`config.mk`:
```
export PLATFORM = sky130hd
export DESIGN_NAME = nn_layer_sequencer
export DESIGN_NICKNAME = d
export VERILOG_FILES = /design/src/rtl/nn_pkg.sv /design/src/rtl/nn_layer_sequencer_wait_timer.sv /design/src/rtl/nn_layer_sequencer.sv
export SDC_FILE = /design/constraint.sdc
export NUM_CORES = 1
export LEC_CHECK = 0
export CORE_AREA = 2 2 47 82
export CTS_CLUSTER_SIZE = 10
export DETAILED_ROUTE_END_ITERATION = 6
export DIE_AREA = 0 0 49 84
export PLACE_DENSITY_LB_ADDON = 0.12
export SLEW_MARGIN = 0
export SYNTH_ARGS = -nofsm -noshare
export SYNTH_HDL_FRONTEND = slang
export SYNTH_SLANG_ARGS = --single-unit
```
`constraint.sdc`:
```
create_clock -name clk -period 2.1 [get_ports clk]
set_input_delay 0.21 -clock clk [delete_from_list [all_inputs] [get_ports clk]]
set_output_delay 0.21 -clock clk [all_outputs]
set_load 0.1 [all_outputs]
```
`src/rtl/nn_pkg.sv`:
```
// Shared constants and sequencer state encoding for the two-layer neural datapath.
package nn_pkg;

  localparam int NUM_IN     = 62;
  localparam int NUM_HIDDEN = 30;
  localparam int NUM_OUT    = 10;
  localparam int DATA_W     = 8;

  typedef enum logic [2:0] {
    S_IDLE,
    S_L1_ISSUE,
    S_L1_WAIT,
    S_L1_WB,
    S_L2_ISSUE,
    S_L2_WAIT,
    S_L2_WB,
    S_DONE
  } seq_state_t;

endpackage

```
`src/rtl/nn_layer_sequencer_wait_timer.sv`:
```
// Clearable counter that saturates at TIMEOUT; expired_o is high while the count sits at the limit.
module wait_timer #(
  parameter int TIMEOUT = 1023
) (
  input  logic clk,
  input  logic rst,
  input  logic clr_i,
  input  logic en_i,
  output logic expired_o
);

  localparam int CNT_W = (TIMEOUT < 1) ? 1 : $clog2(TIMEOUT + 1);
  localparam logic [CNT_W-1:0] LIMIT = CNT_W'(TIMEOUT);

  logic [CNT_W-1:0] cnt_q, cnt_d;

  always_comb begin
    cnt_d = cnt_q;
    if (clr_i) begin
      cnt_d = '0;
    end else if (en_i && (cnt_q != LIMIT)) begin
      cnt_d = cnt_q + CNT_W'(1);
    end
  end

  always_ff @(posedge clk) begin
    if (rst) begin
      cnt_q <= '0;
    end else begin
      cnt_q <= cnt_d;
    end
  end

  assign expired_o = (cnt_q == LIMIT);

endmodule

```
`src/rtl/nn_layer_sequencer.sv`:
```
// Steps the shared neuron engine through every hidden neuron, then every output neuron,
// and steers the input mux and register-file writes for one inference.
module nn_layer_sequencer #(
  parameter int NUM_HIDDEN = nn_pkg::NUM_HIDDEN,
  parameter int NUM_OUT    = nn_pkg::NUM_OUT,
  parameter int TIMEOUT    = 1023,
  parameter int IDX_W      = 5
) (
  input  logic                   clk,
  input  logic                   rst,
  input  logic                   in_valid,
  output logic                   in_ready,
  output logic                   input_sel,
  output logic                   reg_sel,
  output logic                   neu_start,
  input  logic                   neu_done,
  output logic [IDX_W-1:0]       neuron_idx,
  output logic                   hid_we,
  output logic                   out_we,
  output logic [IDX_W-1:0]       wr_addr,
  output logic                   busy,
  output logic                   done,
  output logic                   err,
  output nn_pkg::seq_state_t     state_dbg
);

  import nn_pkg::*;

  localparam logic [IDX_W-1:0] HID_LAST = IDX_W'(NUM_HIDDEN - 1);
  localparam logic [IDX_W-1:0] OUT_LAST = IDX_W'(NUM_OUT - 1);

  seq_state_t       state_q, state_d;
  logic [IDX_W-1:0] idx_q, idx_d;
  logic             err_q, err_d;
  logic             tmr_clr, tmr_en, tmr_expired;

  wait_timer #(.TIMEOUT(TIMEOUT)) u_wait_timer (
    .clk       (clk),
    .rst       (rst),
    .clr_i     (tmr_clr),
    .en_i      (tmr_en),
    .expired_o (tmr_expired)
  );

  // Handshake: a vector is taken on a cycle where in_valid and in_ready are both high;
  // in_ready is only high in IDLE, so in_valid while busy is ignored and never queued.
  always_comb begin
    state_d = state_q;
    idx_d   = idx_q;
    err_d   = 1'b0;
    unique case (state_q)
      S_IDLE: begin
        if (in_valid) begin
          state_d = S_L1_ISSUE;
          idx_d   = '0;
        end
      end
      S_L1_ISSUE: state_d = S_L1_WAIT;
      S_L1_WAIT: begin
        if (neu_done) begin
          state_d = S_L1_WB;
        end else if (tmr_expired) begin
          state_d = S_IDLE;
          idx_d   = '0;
          err_d   = 1'b1;
        end
      end
      S_L1_WB: begin
        if (idx_q == HID_LAST) begin
          state_d = S_L2_ISSUE;
          idx_d   = '0;
        end else begin
          state_d = S_L1_ISSUE;
          idx_d   = idx_q + IDX_W'(1);
        end
      end
      S_L2_ISSUE: state_d = S_L2_WAIT;
      S_L2_WAIT: begin
        if (neu_done) begin
          state_d = S_L2_WB;
        end else if (tmr_expired) begin
          state_d = S_IDLE;
          idx_d   = '0;
          err_d   = 1'b1;
        end
      end
      S_L2_WB: begin
        if (idx_q == OUT_LAST) begin
          state_d = S_DONE;
        end else begin
          state_d = S_L2_ISSUE;
          idx_d   = idx_q + IDX_W'(1);
        end
      end
      S_DONE: begin
        state_d = S_IDLE;
        idx_d   = '0;
      end
      default: begin
        state_d = S_IDLE;
        idx_d   = '0;
      end
    endcase
  end

  always_ff @(posedge clk) begin
    if (rst) begin
      state_q <= S_IDLE;
      idx_q   <= '0;
      err_q   <= 1'b0;
    end else begin
      state_q <= state_d;
      idx_q   <= idx_d;
      err_q   <= err_d;
    end
  end

  // A done in the same cycle the timer expires still counts, so the timer only runs without it.
  assign tmr_clr = (state_q == S_L1_ISSUE) || (state_q == S_L2_ISSUE);
  assign tmr_en  = ((state_q == S_L1_WAIT) || (state_q == S_L2_WAIT)) && !neu_done;

  assign in_ready   = (state_q == S_IDLE);
  assign busy       = (state_q != S_IDLE);
  assign input_sel  = (state_q == S_L1_ISSUE) || (state_q == S_L1_WAIT) || (state_q == S_L1_WB);
  assign reg_sel    = (state_q == S_L2_ISSUE) || (state_q == S_L2_WAIT) || (state_q == S_L2_WB);
  assign neu_start  = (state_q == S_L1_ISSUE) || (state_q == S_L2_ISSUE);
  assign hid_we     = (state_q == S_L1_WB);
  assign out_we     = (state_q == S_L2_WB);
  assign neuron_idx = idx_q;
  assign wr_addr    = idx_q;
  assign done       = (state_q == S_DONE);
  assign err        = err_q;
  assign state_dbg  = state_q;

endmodule

```
==> results of run 1 <==
[worst max-delay path by stage]
| stage | from | end | slack (ns) |
|---|---|---|---|
| 6_report | u_wait_timer.cnt_q[0] | neuron_idx[4] | 0.27 |
| 5_1_grt | u_wait_timer.cnt_q[0] | neuron_idx[4] | 0.09 |
| 4_1_cts | neuron_idx[1] | neuron_idx[4] | 0.11 |
| 3_5_place_dp | neuron_idx[1] | neuron_idx[4] | 0.13 |
| 3_3_place_gp | neuron_idx[1] | neuron_idx[4] | 0.21 |
| 2_1_floorplan | state_dbg[1] | state_dbg[0] | -0.74 |
[critical path: stages, from the launching register on]
cell     delay, ns
dfxtp_1       0.39
ha_1          0.18
and3_1        0.23
nand4_2       0.17
a32oi_1       0.19
buf_4         0.16
nand2_1       0.11
o32ai_1       0.31
[logic make-up (layout without fill, tap and decap cells)]
kind of cell,count (synthesis),in the layout,synth area share (%)
AOI/OAI and AO/OA,26,26,16.6
and+or+nand+nor,65,65,31.6
adders and majority gates,3,3,3.25
DFF,19,19,32.9
xor gates and xnor gates,9,9,6.82
buffers and inverters,21,45,8.87
[flip-flops by register name (all words and copies together) (netlist names)]
signal / cells
err: 1
state_dbg: 3
u_wait_timer.cnt_q: 10
neuron_idx: 5
[power groups by stage]
stage,registers (mW),clock network [mW],logic (mW)
after floorplan,0.427,0,0.261
after global placement,0.402,0,0.349
after detailed placement,0.401,0,0.348
after CTS,0.392,0.269,0.349
after global routing,0.395,0.291,0.369
final,0.393,0.259,0.347
[per-stage QoR]
step / std cells / worst slack, ns / setup TNS, ns / total power [mW]
floorplan: 143 / -0.737 / -1.63 / 0.688
global placement: 209 / 0.212 / 0 / 0.750
detailed placement: 209 / 0.130 / 0 / 0.749
CTS: 213 / 0.107 / 0 / 1.01
global route: 213 / 0.0887 / 0 / 1.05
finish: 213 / 0.266 / 0 / 0.999
[area by class of cell]
cell class / instances / area (um2) / share of cell area, %
Multi-Input combinational cell: 103 / 694 / 46.6
Timing Repair Buffer: 31 / 253 / 17.0
Inverter: 10 / 41.3 / 2.77
Sequential cell: 19 / 397 / 26.6
Tap cell: 46 / 57.6 / 3.87
Clock buffer: 3 / 41.3 / 2.77
Clock inverter: 1 / 5.00 / 0.336
[cells in the final DEF, fill, tap and decap left out, drive strengths merged, types with 3 or more instances in the layout]
cell / count
and3: 4
xor2: 7
nor2: 15
nand3: 11
clkbuf: 3
inv: 9
dfxtp: 19
a21oi: 5
nand4: 6
clkdlybuf4s50: 3
o32ai: 3
ha: 3
o21ai: 6
buf: 28
a21boi: 5
nand2: 10
nand3b: 3
[metal layers]
metal	vias to the layer above	track usage, %
met5	-	0
met4	0	6.23
met3	6	2.15
met2	31	28.9
met1	527	17.5
li1	552	-
==> flow_summary_export.csv, run 1 <==
group,metric,value,unit
final_layout,drive_above_1_share,29.9,%
global_route,grt_pass1_wl,5.09,mm
power_and_ir_drop,p_leak,0.578,nW
timing,period_minus_slack,1.83,ns
synthesis,synth-async-reset-ratio,0,%
synthesis,yosys_register_bits,19,
detailed_routing,wl_met2,1.64,mm
detailed_routing,drt.antenna.violating_nets,0,
die,io_pins,26,
synthesis,synthesis.area,1160,um2
detailed_routing,met3_wirelength,89,um
cts,clock_sinks,19,
power_and_ir_drop,switching_share,40.6,%
synthesis,synth.top_cell.area_share,32.9,%
critical_path,worstPathArrival,1.99,ns
cts,cts_setup_buffers,0,
final_layout,fin_area,1490,um2
synthesis,syn_nets,150,
placed_design,dpl_cell_area,1440,um2
detailed_routing,top_layer_used,"met4",
min_path,hp-class,"flop to flop",
cts,clkTransAtPathRegs,0.08,ns
placed_design,gp_congestion,0.804,
min_path,whs_endpoint,"u_wait_timer.cnt_q[1]",
final_layout,fill_cells,378,
die,coreArea,3520,um2
die,num_rows,29,
synthesis,synth_area_leaders,"dfxtp_1 33%, xor2_1 5.3%, nor2_1 4.9%",
critical_path,startpoint_type,"flop",
timing,finalSetupViolations,0,
global_route,grt_start_max_net_pins,19,
placed_design,portBuffers,25,
critical_path,r2r-end,"neuron_idx[4]",
die,die_height,84,um
power_and_ir_drop,power.density,671,nW/um2
detailed_routing,routed_wl,2.90,mm
timing,fmax,545,MHz
synthesis,yosysTopAreaCell,"dfxtp_1",
detailed_routing,first_pass_iters,4,
critical_path,crit_type,"flop to flop",
die,start_util,32.8,%
timing,hold_slack,0.499,ns
power_and_ir_drop,switchingPower,0.405,mW
critical_path,rr_worst_depth,7,
cts,h-tree-depth,1,
synthesis,synth_cell_type_count,40,
synthesis,yosysMostFrequentCell,"dfxtp_1",
synthesis,synth_edf_count,0,
timing,rsz0062_at_grt,"false",
power_and_ir_drop,intPower,0.593,mW
cts,post_cts_resized,0,
timing,fin_skew,0.00211,ns
global_route,first_global_vias,1079,
placed_design,dp_hpwl,2.27,mm
detailed_routing,wl_met1,1.13,mm
detailed_routing,route.vias.total,1116,
synthesis,postSynthAreaPerCell,8.08,um2
power_and_ir_drop,peakVddDrop,0.000437,V
power_and_ir_drop,seq_power_share,39.3,%
global_route,grt_util_all_layers,15.6,%
timing,maxSlewHeadroom,51.0,%
critical_path,r2r_start,"u_wait_timer.cnt_q[0]",
timing,tightest_slew,0.730,ns
die,die-area,4120,um2
global_route,gr-total-overflow,0,
synthesis,synthTopCellsByCount,"19 x dfxtp_1, 15 x nor2_1, 11 x nand3_1, 10 x inv_1, 9 x nand2_1",
final_layout,fin_util,42.3,%
synthesis,ys.flop_type,"dfxtp_1",
detailed_routing,routedWlPerCell,13.6,um
job,drv_cap,0,
synthesis,synth_warnings,0,
cts,ctsHoldBuffers,0,
timing,hold_viol,0,
timing,slew_violations,0,
detailed_routing,viasPerCell,5.24,
critical_path,cp.required,2.25,ns
min_path,hp-start,"u_wait_timer.cnt_q[1]",
min_path,min_delay_path_depth,2,
cts,cts_buffer_depth,2,
detailed_routing,drc,0,
power_and_ir_drop,power_frac_clock,25.9,%
global_route,antenna_found_initial,0,
cts,root_buffer,"clkbuf_8",
critical_path,path_max_fanout,7,
synthesis,synthCells,143,
critical_path,rrSetupSlack,0.27,ns
detailed_routing,initialDrtViolationCount,45,
power_and_ir_drop,combPwrFrac,34.7,%
final_layout,num_antenna_cells,0,
cts,cts_inserted_buffers,3,
die,die_x,49,um
final_layout,nNetsFinal,175,
run_status,outcome,"complete, no violations",
cts,clk_latency,0.25,ns
cts,cts_tree,"built",
final_layout,area_growth,28.8,%
timing,finalCritPeriodShare,87.3,%
critical_path,cp-end-kind,"flop",
synthesis,ys_seq_area_share,32.9,%
(Power assumes the default switching activity.)
==> run 2, diff against run 1 <==
--- a/config.mk
+++ b/config.mk
@@ -10,6 +10,7 @@
 export DETAILED_ROUTE_END_ITERATION = 6
 export DIE_AREA = 0 0 49 84
 export PLACE_DENSITY_LB_ADDON = 0.12
+export SKIP_CTS_REPAIR_TIMING = 1
 export SLEW_MARGIN = 0
 export SYNTH_ARGS = -nofsm -noshare
 export SYNTH_HDL_FRONTEND = slang
==> results of run 2 <==
Same layout as run 1: the final DEF is identical, and so are final timing and power.
==> edit: new RTL, flow settings as in run 2 <==
Register the output `state_dbg` once more, without a reset; this adds one clock of latency there. The other outputs are not delayed to match.
--- a/src/rtl/nn_layer_sequencer.sv
+++ b/src/rtl/nn_layer_sequencer.sv
@@ -130,7 +130,9 @@
   assign wr_addr    = idx_q;
   assign done       = (state_q == S_DONE);
   assign err        = err_q;
-  assign state_dbg  = state_q;
+  always_ff @(posedge clk) begin
+    state_dbg <= state_q;
+  end
 
 endmodule
 
Formal check against the unedited RTL: not equivalent (a bounded check fails within 4 cycles, from zero or initial values and one cycle with rst high).
==> edit against run 2 <==
  * Power is 24% higher
  * Utilization is 4.8 points higher
  * Sequential share of layout area grew 0.15 points
  * Design area is 11% higher
  * Setup slack got worse by 0.059 ns
  * Die area stayed put
  * Synthesized area up 8.7%
  * Routed wire length down 2.6%
  * Non-clock buffer count fell by 1
  * Sequential cell count up 3
  * Combinational power rose by 38%
  * Highest routed layer unchanged
  * Critical path depth decreased by 1
==> edit: results (changes against run 2) <==
Worst Max-Slew Pin Slew = 0.4122 ns (was 0.7295 ns)
Peak VDD IR = 569.5 uV (was 436.8 uV)
Clock Power Share = 24.7% (was 25.9%)
XOR/XNOR Fraction of Synth Area = 6.275% (was 6.818%)
first-pass GRT wire length = 5.126 mm (was 5.085 mm)
Reg2Reg Depth = 6 (was 7)
library cells used by synthesis = 42 (was 40)
post-synth net total = 154 (was 150)
Switch Pwr = 0.4743 mW (was 0.4051 mW)
Lkg Pwr = 0.6778 nW (was 0.5785 nW)
pre-CTS setup slack = 0.1760 ns (was 0.1301 ns)
FF-to-FF setup slack = 0.21 ns (was 0.27 ns)
Seq power = 0.454 mW (was 0.393 mW)
dpl cell area = 1602 sq um (was 1443 sq um)
Switching Fraction = 38.32% (was 40.57%)
Clock Latency Late Sink = 0.27 ns (was 0.25 ns)
Tmin final = 1.892 ns (was 1.834 ns)
via count = 1114 (was 1116)
TritonCTS buffer count = 3 (unchanged)
register area share after synthesis = 35.06% (was 32.90%)
share of layout cells above drive strength 1 = 28.82% (was 29.94%)
Mapped Cells = 147 (was 143)
Adder-Cell Fraction of Synth Area = 2.988% (was 3.247%)
crit path DAT = 2.06 ns (was 1.99 ns)
Iter 0 DRT Violations = 15 (was 45)
worst-path fanout max = 10 (was 7)
largest net degree at the start of global routing = 15 (was 19)
fin nets = 178 (was 175)
dominant cells by area after synthesis = dfxtp_1 35%, xor2_1 6.3%, nor2_1 5.1%, nand3_1 3.6%, buf_4 3.0% (was dfxtp_1 33%, xor2_1 5.3%, nor2_1 4.9%, nand3_1 4.8%, buf_4 3.9%)
Max Clock Skew = 0.002067 ns (was 0.002110 ns)
Synth Area in Compound Gates = 14.74% (was 16.56%)
final hold slack = 0.4867 ns (was 0.4994 ns)
fin cells = 216 (was 213)
WL final = 2.825 mm (was 2.901 mm)
detailed placement HPWL = 2.197 mm (was 2.266 mm)
vias in the first global route = 1168 (was 1079)
GRT Util Overall = 15.97% (was 15.65%)
status = completed (unchanged)
Buffers on Ports = 25 (unchanged)
RD Place Congestion = 0.7685 (was 0.8041)
edit: per-layer routing:
layer / track usage [%] / vias to the layer above / share of wire, %
met5: 0 / - / 0
met4: 10.65 / 0 / 3.0
met3: 1.971 / 7 / 3.2
met2: 28.89 / 24 / 55
met1: 16.67 / 523 / 38
li1: - / 560 / -
edit: cell families after synthesis:
group                    after synthesis
AND/OR/NAND/NOR                       73
AO/OA/AOI/OAI                         23
flip-flops                            22
buffers and inverters                 17
XOR/XNOR                               9
adder cells (fa/ha/maj)                3
edit: worst max-delay path, delay by kind of cell (launching register included):
kind	cells	cell delay (ns)
AOI/OAI and AO/OA	2	0.68
and+or+nand+nor	3	0.55
adders and majority gates	1	0.18
DFF	1	0.38
edit: final cells by class:
class                           count  area [sq um]
Inverter                            6         22.52
Clock buffer                        4         55.05
Sequential cell                    22         444.2
Multi-Input combinational cell    108         745.7
Fill cell                         354          1862
Timing Repair Buffer               30         332.8
Tap cell                           46         57.56
